**src/rtl/fetch_stage.sv**
```systemverilog
// IF stage and IF/ID pipeline register: owns the fetch PC, drives a synchronous
// instruction ROM and holds a one-entry skid buffer so stalls never lose a response.
module fetch_stage #(
  parameter logic [31:0] RESET_PC  = 32'h0000_0000,
  parameter logic [31:0] NOP_INSTR = 32'h0000_0000
) (
  input  logic        clk,
  input  logic        reset,
  input  logic        stall,
  input  logic        flush_d,
  input  logic        branch_taken,
  input  logic [31:0] branch_target,
  output logic        imem_req,
  output logic [31:0] imem_addr,
  input  logic [31:0] imem_rdata,
  output logic [31:0] pc_f,
  output logic [31:0] instr_d,
  output logic [31:0] pc_d,
  output logic [31:0] pc_plus8_d,
  output logic        valid_d
);

  logic [31:0] pc_reg, pc_next;
  logic        req_reg, req_next;
  logic [31:0] rpc_reg, rpc_next;
  logic        skid_valid_reg, skid_valid_next;
  logic [31:0] skid_instr_reg, skid_instr_next;
  logic [31:0] skid_pc_reg, skid_pc_next;
  logic        valid_reg, valid_next;
  logic [31:0] instr_reg, instr_next;
  logic [31:0] pc_d_reg, pc_d_next;

  assign imem_req   = !stall && !reset;
  assign imem_addr  = pc_reg;
  assign pc_f       = pc_reg;
  assign instr_d    = instr_reg;
  assign pc_d       = pc_d_reg;
  assign valid_d    = valid_reg;
  assign pc_plus8_d = pc_d_reg + 32'd8;

  // PC: a redirect overrides a stall; the target's low bits are forced to word alignment.
  always_comb begin
    pc_next = pc_reg;
    if (branch_taken) begin
      pc_next = {branch_target[31:2], 2'b00};
    end else if (!stall) begin
      pc_next = pc_reg + 32'd4;
    end
  end

  // A request issued in the redirect cycle belongs to the wrong path, so it is not tracked.
  always_comb begin
    req_next = imem_req && !branch_taken;
    rpc_next = pc_reg;
  end

  always_comb begin
    valid_next      = valid_reg;
    instr_next      = instr_reg;
    pc_d_next       = pc_d_reg;
    skid_valid_next = skid_valid_reg;
    skid_instr_next = skid_instr_reg;
    skid_pc_next    = skid_pc_reg;
    if (branch_taken || flush_d) begin
      valid_next      = 1'b0;
      instr_next      = NOP_INSTR;
      skid_valid_next = 1'b0;
    end else if (stall) begin
      // Only one response can be pending here because stall suppresses new requests.
      if (req_reg) begin
        skid_valid_next = 1'b1;
        skid_instr_next = imem_rdata;
        skid_pc_next    = rpc_reg;
      end
    end else if (skid_valid_reg) begin
      valid_next      = 1'b1;
      instr_next      = skid_instr_reg;
      pc_d_next       = skid_pc_reg;
      skid_valid_next = 1'b0;
    end else if (req_reg) begin
      valid_next = 1'b1;
      instr_next = imem_rdata;
      pc_d_next  = rpc_reg;
    end else begin
      valid_next = 1'b0;
      instr_next = NOP_INSTR;
    end
  end

  always_ff @(posedge clk or posedge reset) begin
    if (reset) begin
      pc_reg         <= RESET_PC;
      req_reg        <= 1'b0;
      rpc_reg        <= 32'h0000_0000;
      skid_valid_reg <= 1'b0;
      skid_instr_reg <= 32'h0000_0000;
      skid_pc_reg    <= 32'h0000_0000;
      valid_reg      <= 1'b0;
      instr_reg      <= NOP_INSTR;
      pc_d_reg       <= 32'h0000_0000;
    end else begin
      pc_reg         <= pc_next;
      req_reg        <= req_next;
      rpc_reg        <= rpc_next;
      skid_valid_reg <= skid_valid_next;
      skid_instr_reg <= skid_instr_next;
      skid_pc_reg    <= skid_pc_next;
      valid_reg      <= valid_next;
      instr_reg      <= instr_next;
      pc_d_reg       <= pc_d_next;
    end
  end

endmodule

```
**config.mk**
```make
export PLATFORM = sky130hd
export DESIGN_NAME = fetch_stage
export DESIGN_NICKNAME = d
export VERILOG_FILES = /design/src/rtl/fetch_stage.sv
export SDC_FILE = /design/constraint.sdc
export NUM_CORES = 1
export LEC_CHECK = 0
export ABC_AREA = 1
export CORE_MARGIN = 3
export CORE_UTILIZATION = 45
export DETAILED_ROUTE_END_ITERATION = 10
export PLACE_DENSITY = 0.77
export SYNTH_ARGS = -nofsm -noshare
export SYNTH_HDL_FRONTEND = slang
export SYNTH_SLANG_ARGS = --single-unit
```
**constraint.sdc**
```tcl
create_clock -name clk -period 5.98 [get_ports clk]
set_input_delay 1.196 -clock clk [delete_from_list [all_inputs] [get_ports clk]]
set_output_delay 1.196 -clock clk [all_outputs]
set_load 0.02 [all_outputs]
```
==> flow_summary.yaml <==
detailed_routing:
  postRouteAntennaNets: 0
  wire_per_inst_um: 15.5
  highest_layer: "met4"
  drc: 0
  met2_length_mm: 11.2
  met3_length_mm: 1.26
  avgViaCountPerCell: 5.05
  drt_iter0_markers: 548
  drt-met1-wl_mm: 11.2
  drtPass1Iterations: 5
  routed_wl_mm: 24.3
  route.vias.total: 7914
timing:
  min_period_ns: 4.17
  fmax_ghz: 0.240
  rsz0062_at_grt: "false"
  max_slew_margin_pct: 27.2
  skew_ns: 0.00801
  setup_viol: 0
  finalHoldViolCount: 0
  finalSetupTns_ns: 0
  drv_slew: 0
  tightest_slew_ns: 1.09
  min_period_over_period_pct: 69.7
pwr:
  cellLeakagePower_nw: 5.32
  intPower_mw: 2.55
  irDropWorstVdd_v: 0.000208
  power_frac_comb_pct: 25.6
  pwr_density_cell_nw_per_um2: 313
  power.clock.fraction_pct: 31.4
  switchingPower_mw: 1.20
  pwr-share-seq_pct: 43.0
  switching_share_pct: 32.0
worst_setup_path:
  r2r_slack_ns: 3.95
  cp-start-kind: "flop"
  cp-end-kind: "output port"
  cp_data_required_time_ns: 4.78
  criticalPathCategory: "reg2out"
  critPathMaxFanout: 4
  arrival_ns: 2.97
cells_and_area:
  final_area_sq_um: 12000
  final_common_cell: "nand2_1"
  area_growth_pct: 29.9
  diodes: 0
  drive_gt1_share_pct: 6.00
  multi_input_area_sq_um: 3620
  seq_area_sq_um: 4680
  fill_cells: 1758
  num-nets-final: 1359
  final_cell_mix: "334 x nand2_1, 220 x clkdlybuf4s50_1, 186 x dfrtp_1"
yosys:
  ys_types: 30
  synth_top_cells_by_area: "dfrtp_1 51%, nand2_1 14%, o21ai_0 6.5%"
  avgSynthCellArea_sq_um: 8.24
  yosysTopAreaCellShare_pct: 50.8
  synth_area_sq_um: 9200
  syn_inst: 1117
  synth-seq-cells: 187
  ys_warn_count: 0
  yosys.area.top_type: "dfrtp_1"
  ys_seq_area_share_pct: 50.8
clocking:
  cts_num_sinks: 187
  numCtsBuffers: 17
  cts_tree: "built"
  path_clk_slew_ns: 0.07
  clk_latency_ns: 0.42
  htree_levels: 4
  post_cts_buffers: 0
  cts-resized-gates: 0
  cts-root-buf: "clkbuf_16"
  clockBufferDepth: 2
  ctsHoldBuffers: 0
floorplan:
  core_area_sq_um: 19800
  die_area_sq_um: 22200
  row_count: 51
  die_w_um: 149
  io_pins: 231
  fp.dieH_um: 149
  start_util_pct: 46.5
grt:
  grt_max_degree: 106
  grt_pass1_wl_mm: 38.9
  gr-total-overflow: 0
  antenna_found_initial: 0
  grt_pass1_vias: 7661
  track_usage_pct: 21.8
status:
  outcome: "completed"
placement:
  placed_area_sq_um: 11300
  io_buffers: 220
  place.gp.congestion: 0.929
  dp_hpwl_mm: 17.2
job:
  max_cap_viol_count: 0
worst_hold_path:
  hold_class: "reg2reg"
-- critical path: stages (launching register included) --
cell	delay, ns
dfrtp_1	0.40
ha_1	0.22
nand2_1	0.09
nor3_1	0.54
nand2_1	0.18
nor2_1	0.28
nand3_1	0.11
nand2_1	0.12
clkdlybuf4s50_1	0.62
-- through the flow --
step | hold WS (ns) | power (mW) | setup slack [ns] | util [%] | std cells
after floorplan | 0.453 | 2.14 | 2.38 | - | 1124
after global placement | 0.466 | 2.57 | 1.79 | 57.3 | 1534
after detailed placement | 0.472 | 2.59 | 1.67 | 57.3 | 1534
after CTS | 0.489 | 3.77 | 1.79 | 60.4 | 1566
after global routing | 0.507 | 3.93 | 1.58 | 60.4 | 1566
final | 0.483 | 3.74 | 1.81 | 60.4 | 1566
-- synth_stat cells --
master,count
o21ai_1,20
inv_2,1
nor3_1,19
dfrtp_1,187
inv_1,113
buf_4,41
buf_1,4
a22o_1,1
xor2_1,20
nand2_1,335
o211ai_1,2
o311ai_0,1
a21oi_1,3
nor2_4,2
buf_2,6
buf_6,5
or2_1,1
ha_1,2
nor2_1,70
clkinv_1,1
and2_1,1
clkbuf_1,27
mux2_2,32
nand4_1,2
o21bai_1,9
conb_1,1
nor3b_1,1
nand3_1,59
o21ai_0,119
a22oi_1,32
-- cell type report --
class,count,share of cell area (%)
clock inverters,14,1.56
clock buffers,18,3.59
inverters,115,3.64
multi-input cells,739,30.3
flip-flops and latches,187,39.2
repair buffers,228,19.0
well taps,265,2.77
-- cells by family after synthesis --
| logic type | count (synthesis) | share of synthesized area, % |
|---|---|---|
| other | 1 | 0.0407 |
| multiplexers | 32 | 3.92 |
| buffers and inverters | 198 | 10.2 |
| adder cells (fa/ha/maj) | 2 | 0.272 |
| XOR/XNOR | 20 | 1.90 |
| AO/OA/AOI/OAI | 187 | 11.4 |
| AND/OR/NAND/NOR | 490 | 21.4 |
| flip-flops | 187 | 50.8 |
-- path summary, 6_finish.rpt --
path                              start              to  depth (start not counted)
max in group asynchronous         reset     instr_d[10]                          3
hold reg to reg             instr_d[12]     instr_d[12]                          2
min in group asynchronous         reset    imem_addr[6]                          2
setup reg to reg           imem_addr[2]   imem_addr[22]                          8
hold / removal              instr_d[12]     instr_d[12]                          2
setup / recovery                pc_d[4]  pc_plus8_d[21]                          8
-- power groups by stage --
stage	Clock [mW]	Combinational, mW	Sequential (mW)
3_3_place_gp	0	0.947	1.62
4_1_cts	1.19	0.966	1.61
5_1_grt	1.25	1.04	1.64
3_5_place_dp	0	0.962	1.63
6_report	1.18	0.957	1.61
2_1_floorplan	0	0.467	1.67
-- per-layer routing --
metal / track usage [%] / up-vias
met5: 0 / -
met1: 30.5 / 3724
met2: 34.4 / 263
li1: - / 3883
met4: 7.78 / 0
met3: 4.01 / 44
No activity file was read; power rests on OpenSTA's default activity.
